--- config.mk ---
export PLATFORM = sky130hd
export DESIGN_NAME = ulpi_rx_packetizer
export DESIGN_NICKNAME = d
export VERILOG_FILES = /design/src/rtl/ulpi_rx_packetizer.sv
export SDC_FILE = /design/constraint.sdc
export NUM_CORES = 2
export LEC_CHECK = 0
export BUFFER_PORTS_ARGS = -buffer_cell sky130_fd_sc_hd__buf_2
export CAP_MARGIN = 0
export CORE_MARGIN = 4
export CORE_UTILIZATION = 30
export CTS_CLUSTER_DIAMETER = 30
export DETAILED_ROUTE_END_ITERATION = 12
export PLACE_DENSITY = 0.44
export SLEW_MARGIN = 15
export SYNTH_ARGS = -nofsm -noshare
export SYNTH_HDL_FRONTEND = slang
export SYNTH_SLANG_ARGS = --single-unit
--- constraint.sdc ---
create_clock -name clk_ULPI -period 3.5 [get_ports clk_ULPI]
set_input_delay 0.7 -clock clk_ULPI [delete_from_list [all_inputs] [get_ports clk_ULPI]]
set_output_delay 0.7 -clock clk_ULPI [all_outputs]
set_load 0.005 [all_outputs]
--- src/rtl/ulpi_rx_packetizer.sv ---
// ULPI receive sniffer: tracks DIR turnaround and RxCMD, commits whole packets into data/info FIFOs.
// Define ULPI_RX_TIMESTAMP_EN to append a free-running TS_W timestamp to each info record.
module ulpi_rx_packetizer #(
  parameter int COUNT_W = 10,
  parameter int DATA_AW = 8,
  parameter int INFO_AW = 4,
  parameter int TS_W    = 16,
  parameter int DROP_W  = 8,
`ifdef ULPI_RX_TIMESTAMP_EN
  localparam int INFO_W = 11 + COUNT_W + TS_W
`else
  localparam int INFO_W = 11 + COUNT_W + 0 * TS_W
`endif
) (
  input  logic              clk_ULPI,
  input  logic              rst,
  input  logic              ReadAllow,
  output logic              busy,
  output logic [7:0]        RxCMD,
  input  logic              DATA_re,
  output logic [7:0]        USB_DATA,
  output logic              DATA_buff_empty,
  output logic              DATA_buff_full,
  input  logic              INFO_re,
  output logic [INFO_W-1:0] USB_INFO_DATA,
  output logic              INFO_buff_empty,
  output logic              INFO_buff_full,
  output logic [DROP_W-1:0] drop_count,
  input  logic              DIR,
  input  logic              NXT,
  input  logic [7:0]        DATA_I,
  output logic [7:0]        DATA_O,
  output logic              STP
);

  typedef enum logic [2:0] {IDLE, TURN, BUS, RECV, DROP, SKIP} state_t;

  localparam logic [COUNT_W-1:0] CNT_MAX = '1;

  state_t              state_q;
  logic                dir_q;
  logic [7:0]          rxcmd_q, usb_data_q;
  logic [INFO_W-1:0]   info_data_q;
  logic [DROP_W-1:0]   drop_q, drop_d;
  logic [COUNT_W-1:0]  count_q, count_d;
  logic                host_disc_q, rx_err_q;
  logic [DATA_AW:0]    wr_spec_q, wr_commit_q, data_rd_q;
  logic [INFO_AW:0]    info_wr_q, info_rd_q;
  logic [7:0]          data_mem [2**DATA_AW];
  logic [INFO_W-1:0]   info_mem [2**INFO_AW];

  logic                is_cmd, pkt_end, data_we, info_we, rd_data, rd_info;
  logic                len_sat, rec_hd, rec_err;
  logic [7:0]          rec_cmd;
  logic [INFO_W-1:0]   record;

  assign is_cmd  = DIR & ~NXT;
  assign pkt_end = ~DIR | (is_cmd & ~DATA_I[4]);

  assign DATA_buff_empty = (wr_commit_q == data_rd_q);
  assign DATA_buff_full  = (wr_spec_q[DATA_AW] != data_rd_q[DATA_AW]) &&
                           (wr_spec_q[DATA_AW-1:0] == data_rd_q[DATA_AW-1:0]);
  assign INFO_buff_empty = (info_wr_q == info_rd_q);
  assign INFO_buff_full  = (info_wr_q[INFO_AW] != info_rd_q[INFO_AW]) &&
                           (info_wr_q[INFO_AW-1:0] == info_rd_q[INFO_AW-1:0]);

  assign data_we = DIR & NXT & ~DATA_buff_full &
                   (((state_q == BUS) & ReadAllow & ~INFO_buff_full) | (state_q == RECV));
  assign info_we = (state_q == RECV) & pkt_end;
  assign rd_data = DATA_re & ~DATA_buff_empty;
  assign rd_info = INFO_re & ~INFO_buff_empty;

  // The record reflects the RxCMD byte arriving on the terminating edge, not the stale one.
  assign rec_cmd = is_cmd ? DATA_I : rxcmd_q;
  assign rec_err = rx_err_q | (is_cmd & (DATA_I[5:4] == 2'b11));
  assign rec_hd  = host_disc_q | (is_cmd & (DATA_I[5:4] == 2'b10));
  assign len_sat = (count_q == CNT_MAX);
  assign count_d = len_sat ? count_q : count_q + {{(COUNT_W-1){1'b0}}, 1'b1};
  assign drop_d  = (drop_q == '1) ? drop_q : drop_q + {{(DROP_W-1){1'b0}}, 1'b1};

`ifdef ULPI_RX_TIMESTAMP_EN
  logic [TS_W-1:0] ts_q, ts_lat_q;

  always_ff @(posedge clk_ULPI) begin
    if (rst) begin
      ts_q     <= '0;
      ts_lat_q <= '0;
    end else begin
      ts_q <= ts_q + {{(TS_W-1){1'b0}}, 1'b1};
      if ((state_q == BUS) && data_we) ts_lat_q <= ts_q;
    end
  end

  assign record = {rec_cmd, len_sat, rec_hd, rec_err, count_q, ts_lat_q};
`else
  assign record = {rec_cmd, len_sat, rec_hd, rec_err, count_q};
`endif

  always_ff @(posedge clk_ULPI) begin
    if (data_we) data_mem[wr_spec_q[DATA_AW-1:0]] <= DATA_I;
    if (info_we) info_mem[info_wr_q[INFO_AW-1:0]] <= record;
  end

  always_ff @(posedge clk_ULPI) begin
    if (rst) begin
      state_q     <= IDLE;
      dir_q       <= 1'b1;
      rxcmd_q     <= '0;
      usb_data_q  <= '0;
      info_data_q <= '0;
      drop_q      <= '0;
      count_q     <= '0;
      host_disc_q <= 1'b0;
      rx_err_q    <= 1'b0;
      wr_spec_q   <= '0;
      wr_commit_q <= '0;
      data_rd_q   <= '0;
      info_wr_q   <= '0;
      info_rd_q   <= '0;
    end else begin
      dir_q <= DIR;
      if (rd_data) begin
        usb_data_q <= data_mem[data_rd_q[DATA_AW-1:0]];
        data_rd_q  <= data_rd_q + {{DATA_AW{1'b0}}, 1'b1};
      end
      if (rd_info) begin
        info_data_q <= info_mem[info_rd_q[INFO_AW-1:0]];
        info_rd_q   <= info_rd_q + {{INFO_AW{1'b0}}, 1'b1};
      end
      if (data_we) wr_spec_q <= wr_spec_q + {{DATA_AW{1'b0}}, 1'b1};
      if (info_we) begin
        info_wr_q   <= info_wr_q + {{INFO_AW{1'b0}}, 1'b1};
        wr_commit_q <= wr_spec_q;
      end
      case (state_q)
        IDLE: if (DIR && !dir_q) state_q <= TURN;
        TURN: state_q <= DIR ? BUS : IDLE;
        BUS: begin
          if (!DIR)           state_q <= IDLE;
          else if (is_cmd)    rxcmd_q <= DATA_I;
          else if (!ReadAllow) state_q <= SKIP;
          else if (!data_we)  state_q <= DROP;
          else begin
            count_q     <= {{(COUNT_W-1){1'b0}}, 1'b1};
            host_disc_q <= 1'b0;
            rx_err_q    <= 1'b0;
            state_q     <= RECV;
          end
        end
        RECV: begin
          if (DIR && NXT) begin
            if (data_we) count_q <= count_d;
            else         state_q <= DROP;
          end
          if (is_cmd) begin
            rxcmd_q     <= DATA_I;
            host_disc_q <= rec_hd;
            rx_err_q    <= rec_err;
          end
          if (pkt_end) state_q <= DIR ? BUS : IDLE;
        end
        DROP, SKIP: begin
          if (is_cmd) rxcmd_q <= DATA_I;
          if (pkt_end) begin
            state_q <= DIR ? BUS : IDLE;
            if (state_q == DROP) begin
              wr_spec_q <= wr_commit_q;
              drop_q    <= drop_d;
            end
          end
        end
        default: state_q <= IDLE;
      endcase
    end
  end

  assign busy          = (state_q != IDLE);
  assign RxCMD         = rxcmd_q;
  assign USB_DATA      = usb_data_q;
  assign USB_INFO_DATA = info_data_q;
  assign drop_count    = drop_q;
  assign DATA_O        = 8'h00;
  assign STP           = 1'b0;

endmodule

==> results by stage <==
Synth:
- The share of synthesized registers carrying an async set or reset is 0%.
- In the synthesized netlist the dominant register cell turns out to be sky130_fd_sc_hd__edfxtp_1.
- The count of state elements after synthesis is between 2000 and 2500.
- The synthesized netlist occupies a cell area of 97300 µm².
- Synthesis instantiated 86 different standard cells from the library.
- By instance count, the leading cell after synthesis is sky130_fd_sc_hd__edfxtp_1.
- The portion of synthesized cell area occupied by the leading cell type is around three quarters.
- By area the synthesized netlist is led by sky130_fd_sc_hd__edfxtp_1 74%, sky130_fd_sc_hd__mux4_2 13%, sky130_fd_sc_hd__mux2i_1 2.0%.
- The number of synthesized flops with an enable pin is 2384.
- The cell count after synthesis came out at ~5000.
- For this run, the register share of the synthesized area comes to 75.6%.
- sky130_fd_sc_hd__edfxtp_1 takes more of the synthesized area than any other cell.
- During synthesis, Yosys emitted a total of 0 warnings.
- Averaged over all synthesized cells, the footprint is approximately 20 µm².
- Ranked by instance count, the synthesized netlist is headed by 2384 x sky130_fd_sc_hd__edfxtp_1, 553 x sky130_fd_sc_hd__mux4_2, 368 x sky130_fd_sc_hd__nor2_1, 203 x sky130_fd_sc_hd__nand2_1, 197 x sky130_fd_sc_hd__mux2i_1.

Min path:
- The end of the worst hold path is data_mem[239][1].
- The origin of the worst min-delay path is DATA_I[1].
- The worst hold path belongs to the class primary input to flip-flop.
- Along the worst hold path, the cell count comes to 1.

Timing:
- Setup repair after global routing left no endpoint under its margin.
- The final number of setup-violating endpoints is 0.
- The clock period could shrink to approximately 3500 ps.
- The final-report max-slew violation count is 0.
- The number of endpoints with negative hold slack in the final report was 0.
- The max-slew headroom at the worst pin is 25.7%.
- The actual transition at the worst max-transition pin is between 1000 and 1500 ps.
- After layout, the worst path uses roughly 100% of the clock period.
- Between clock sinks in the finished design, the worst skew comes to 81.4 ps.
- The achievable frequency is around 290 MHz.

Placement:
- The global placer's final weighted congestion is ~0.81.
- The placement-stage cell area is 108000 µm².
- The detailed placement HPWL is approximately 190000 µm.
- During placement, the flow inserted port buffers numbering 64.

Routing:
- Dividing the detail-routed wire length by the instance count gives 28.9 µm.
- The final layout contains routed wiring with a total length of a little over 300000 µm.
- The number of vias in the routed layout is between 50000 and 60000.
- Dividing the detail-routed via count by the number of cells gives around 5.
- The count of nets left with antenna violations after detail routing is 0.
- The starting DRC count in detailed routing is approximately 5200.
- The number of remaining DRC errors is 0.
- The first detailed-routing pass took 6 iterations.

Floorplanning:
- The die covers about 330000 µm².
- 74 I/O pins were placed.
- The floorplan step set the die width to about 580 µm.
- For this configuration, the core starts out at a cell density of a little under a third.
- The area inside the core boundary is between 300000 and 400000 µm².
- Row generation in the floorplan step produced between 200 and 250 rows.
- The vertical die dimension is around 580 µm.

GRT:
- The number of global-route vias before repair came to approximately 55000.
- Global routing used 18.1% of the available tracks across all layers.
- The residual overflow from global routing is 0.
- The initial antenna violation count came to 17.
- The first-pass GRT wire length is roughly 430000 µm.
- Entering global routing, the biggest net connects ~130 pins.

Worst setup path:
- The setup check on the worst reg-to-reg path leaves a slack of between 40 and 50 ps.
- The logic depth of the worst register-to-register path is 9.
- In this run the critical register-to-register path is captured at USB_DATA[1].
- The largest fanout on the critical path is 28.
- The kind of critical path is flip-flop to flip-flop.
- The kind of launch point of the worst setup path is a flip-flop.
- At the worst endpoint, the required time is 4290 ps.
- The launch point of the worst reg-to-reg path is data_rd_q[0].
- STA classifies the critical path endpoint as a flip-flop.
- For the worst setup path, the data arrival time is between 4000 and 5000 ps.

CTS:
- The cts-stage hold buffer count is 0.
- The TritonCTS clock tree is yes.
- The clock-pin slew reported for the worst setup and hold paths after clock tree synthesis is 40 ps.
- The maximum level of the CTS H-tree is 6.
- The number of clock buffers added by TritonCTS is 538.
- The worst-skew pair later-pin latency is between 900 and 1000 ps.
- The root buffer cell chosen for the clock tree is sky130_fd_sc_hd__clkbuf_16.
- The CTS sink count is 2482.
- The maximum buffer depth of the clock tree is 4.

Finish:
- The filler cells instantiated in the layout total between 20000 and 30000.
- After routing the design area is ~130000 µm².
- Compared with the post-synthesis result, the final layout area differs by 29.4%.
- Of the cells placed in the final design, the portion with a size suffix greater than 1 is a little over a third.
- The net total in the final layout is about 6000.

Job:
- Max-cap violations in this run came to 0.

Power:
- For this design the ratio of total power to cell area is roughly 660 nW/µm².
- The total power after layout is about 84 mW.
- Summed over all cells, the static leakage comes to ~41 nW.
- IR analysis of the VDD net gives a maximum drop of 0.000383 V.

Status:
- The run finished with clean final reports.
-- layer usage --
metal  up-vias  track usage, %  part of all wire (%)
li1      22266               -                     -
met1     28677            25.8                    45
met2      1750            28.6                    47
met3       414            3.40                   5.9
met4         0            4.45                   2.1
met5         -               0                     0
-- registers in the layout, indices dropped and copies added (netlist names), 8 cells and up --
register       flops
data_rd_q          9
count_q           10
wr_spec_q          9
RxCMD              8
USB_INFO_DATA     21
wr_commit_q        9
drop_count         8
USB_DATA           8
info_mem         336
data_mem        2048
-- layout make-up --
type                       count  area (µm²)  share of cell area, %
timing repair buffer         756        6590                   5.23
multi-input combinational   2078       22100                   17.5
tap                         4305        5390                   4.27
inverter                      15        57.6                 0.0457
sequential                  2482       73600                   58.4
clock buffer                 620       14100                   11.2
clock inverter               353        4210                   3.34
antenna                        6        15.0                 0.0119
-- worst max-delay path, cell delays in order (launching register included) --
cell                       delay, ps
sky130_fd_sc_hd__dfxtp_4         420
sky130_fd_sc_hd__buf_12          220
sky130_fd_sc_hd__buf_12          280
sky130_fd_sc_hd__mux4_2          550
sky130_fd_sc_hd__mux2i_1         350
sky130_fd_sc_hd__o221ai_1        340
sky130_fd_sc_hd__a211oi_1        560
sky130_fd_sc_hd__nor3_1          100
sky130_fd_sc_hd__buf_4           180
sky130_fd_sc_hd__o41a_1          300
-- cell usage in the layout (no fill, tap or decap), drive strengths merged, types with 8 or more instances in the layout --
master    count
nand4        17
edfxtp     2384
o221ai       19
nor2b        28
nand3        46
bufinv       75
a21oi       118
a211oi       45
xor2         23
mux2i       197
o211ai        8
nand2b       14
ha           12
dfxtp        98
a31oi        16
a221oi       35
clkbuf      620
mux4        553
inv          38
a22oi        44
nor2        368
and3         15
mux2         19
a221o         8
a2111oi      12
o21ai        49
and2         13
o22ai        31
buf         756
conb          9
a311oi        9
clkinvlp     46
nand2       203
clkinv      209
a22o         11
nor3         24
xnor2        33
-- where the power goes --
group	internal, mW	switching, mW
clock	34.3	16.2
combinational	0.0737	0.540
sequential	32.6	0.000555
-- what timing repair did --
action | in CTS | in global routing
endpoints found under the hold margin | 0 | 0
endpoints found under the setup margin | 3 | 18
setup buffers | 0 | 5
resized for setup | 5 | 7
-- how the worst max path moves through the flow --
stage | depth (start not counted) | slack [ps] | end | startpoint
finish | 9 | 40 | USB_DATA[1] | data_rd_q[0]
global route | 6 | 20 | DATA_buff_empty | data_rd_q[5]
CTS | 7 | 3 | DATA_buff_empty | data_rd_q[0]
detailed placement | 9 | -80 | USB_DATA[1] | data_rd_q[0]
global placement | 9 | -80 | USB_DATA[1] | data_rd_q[0]
floorplan | 5 | 50 | info_mem[3][0] | NXT
-- kinds of logic (layout without fill, tap and decap cells) --
kind of cell             after synthesis  count (layout)  synth area share (%)
AO/OA/AOI/OAI                        459             459                  3.29
multiplexers                         769             769                  15.0
AND/OR/NAND/NOR                      773             773                  3.48
other                                  1              15               0.00385
flip-flops                          2482            2482                  75.6
XOR/XNOR                              56              56                 0.504
buffers and inverters                322            1744                  1.97
adder cells (fa/ha/maj)               12              12                 0.154
-- stage by stage --
stage | setup TNS, ps | util [%] | hold slack, ps | worst slack, ps | instances
3_3_place_gp | -84.3 | 33.4 | 436 | -84.3 | 9632
3_5_place_dp | -77.9 | 33.4 | 443 | -77.9 | 9632
4_1_cts | 0 | 39.1 | 143 | 3.11 | 10605
5_1_grt | 0 | 39.1 | 147 | 17.5 | 10613
6_report | 0 | 39.1 | 211 | 45.0 | 10615
2_1_floorplan | 0 | - | 429 | 51.5 | 4882
Power figures use the tool's default switching activity.
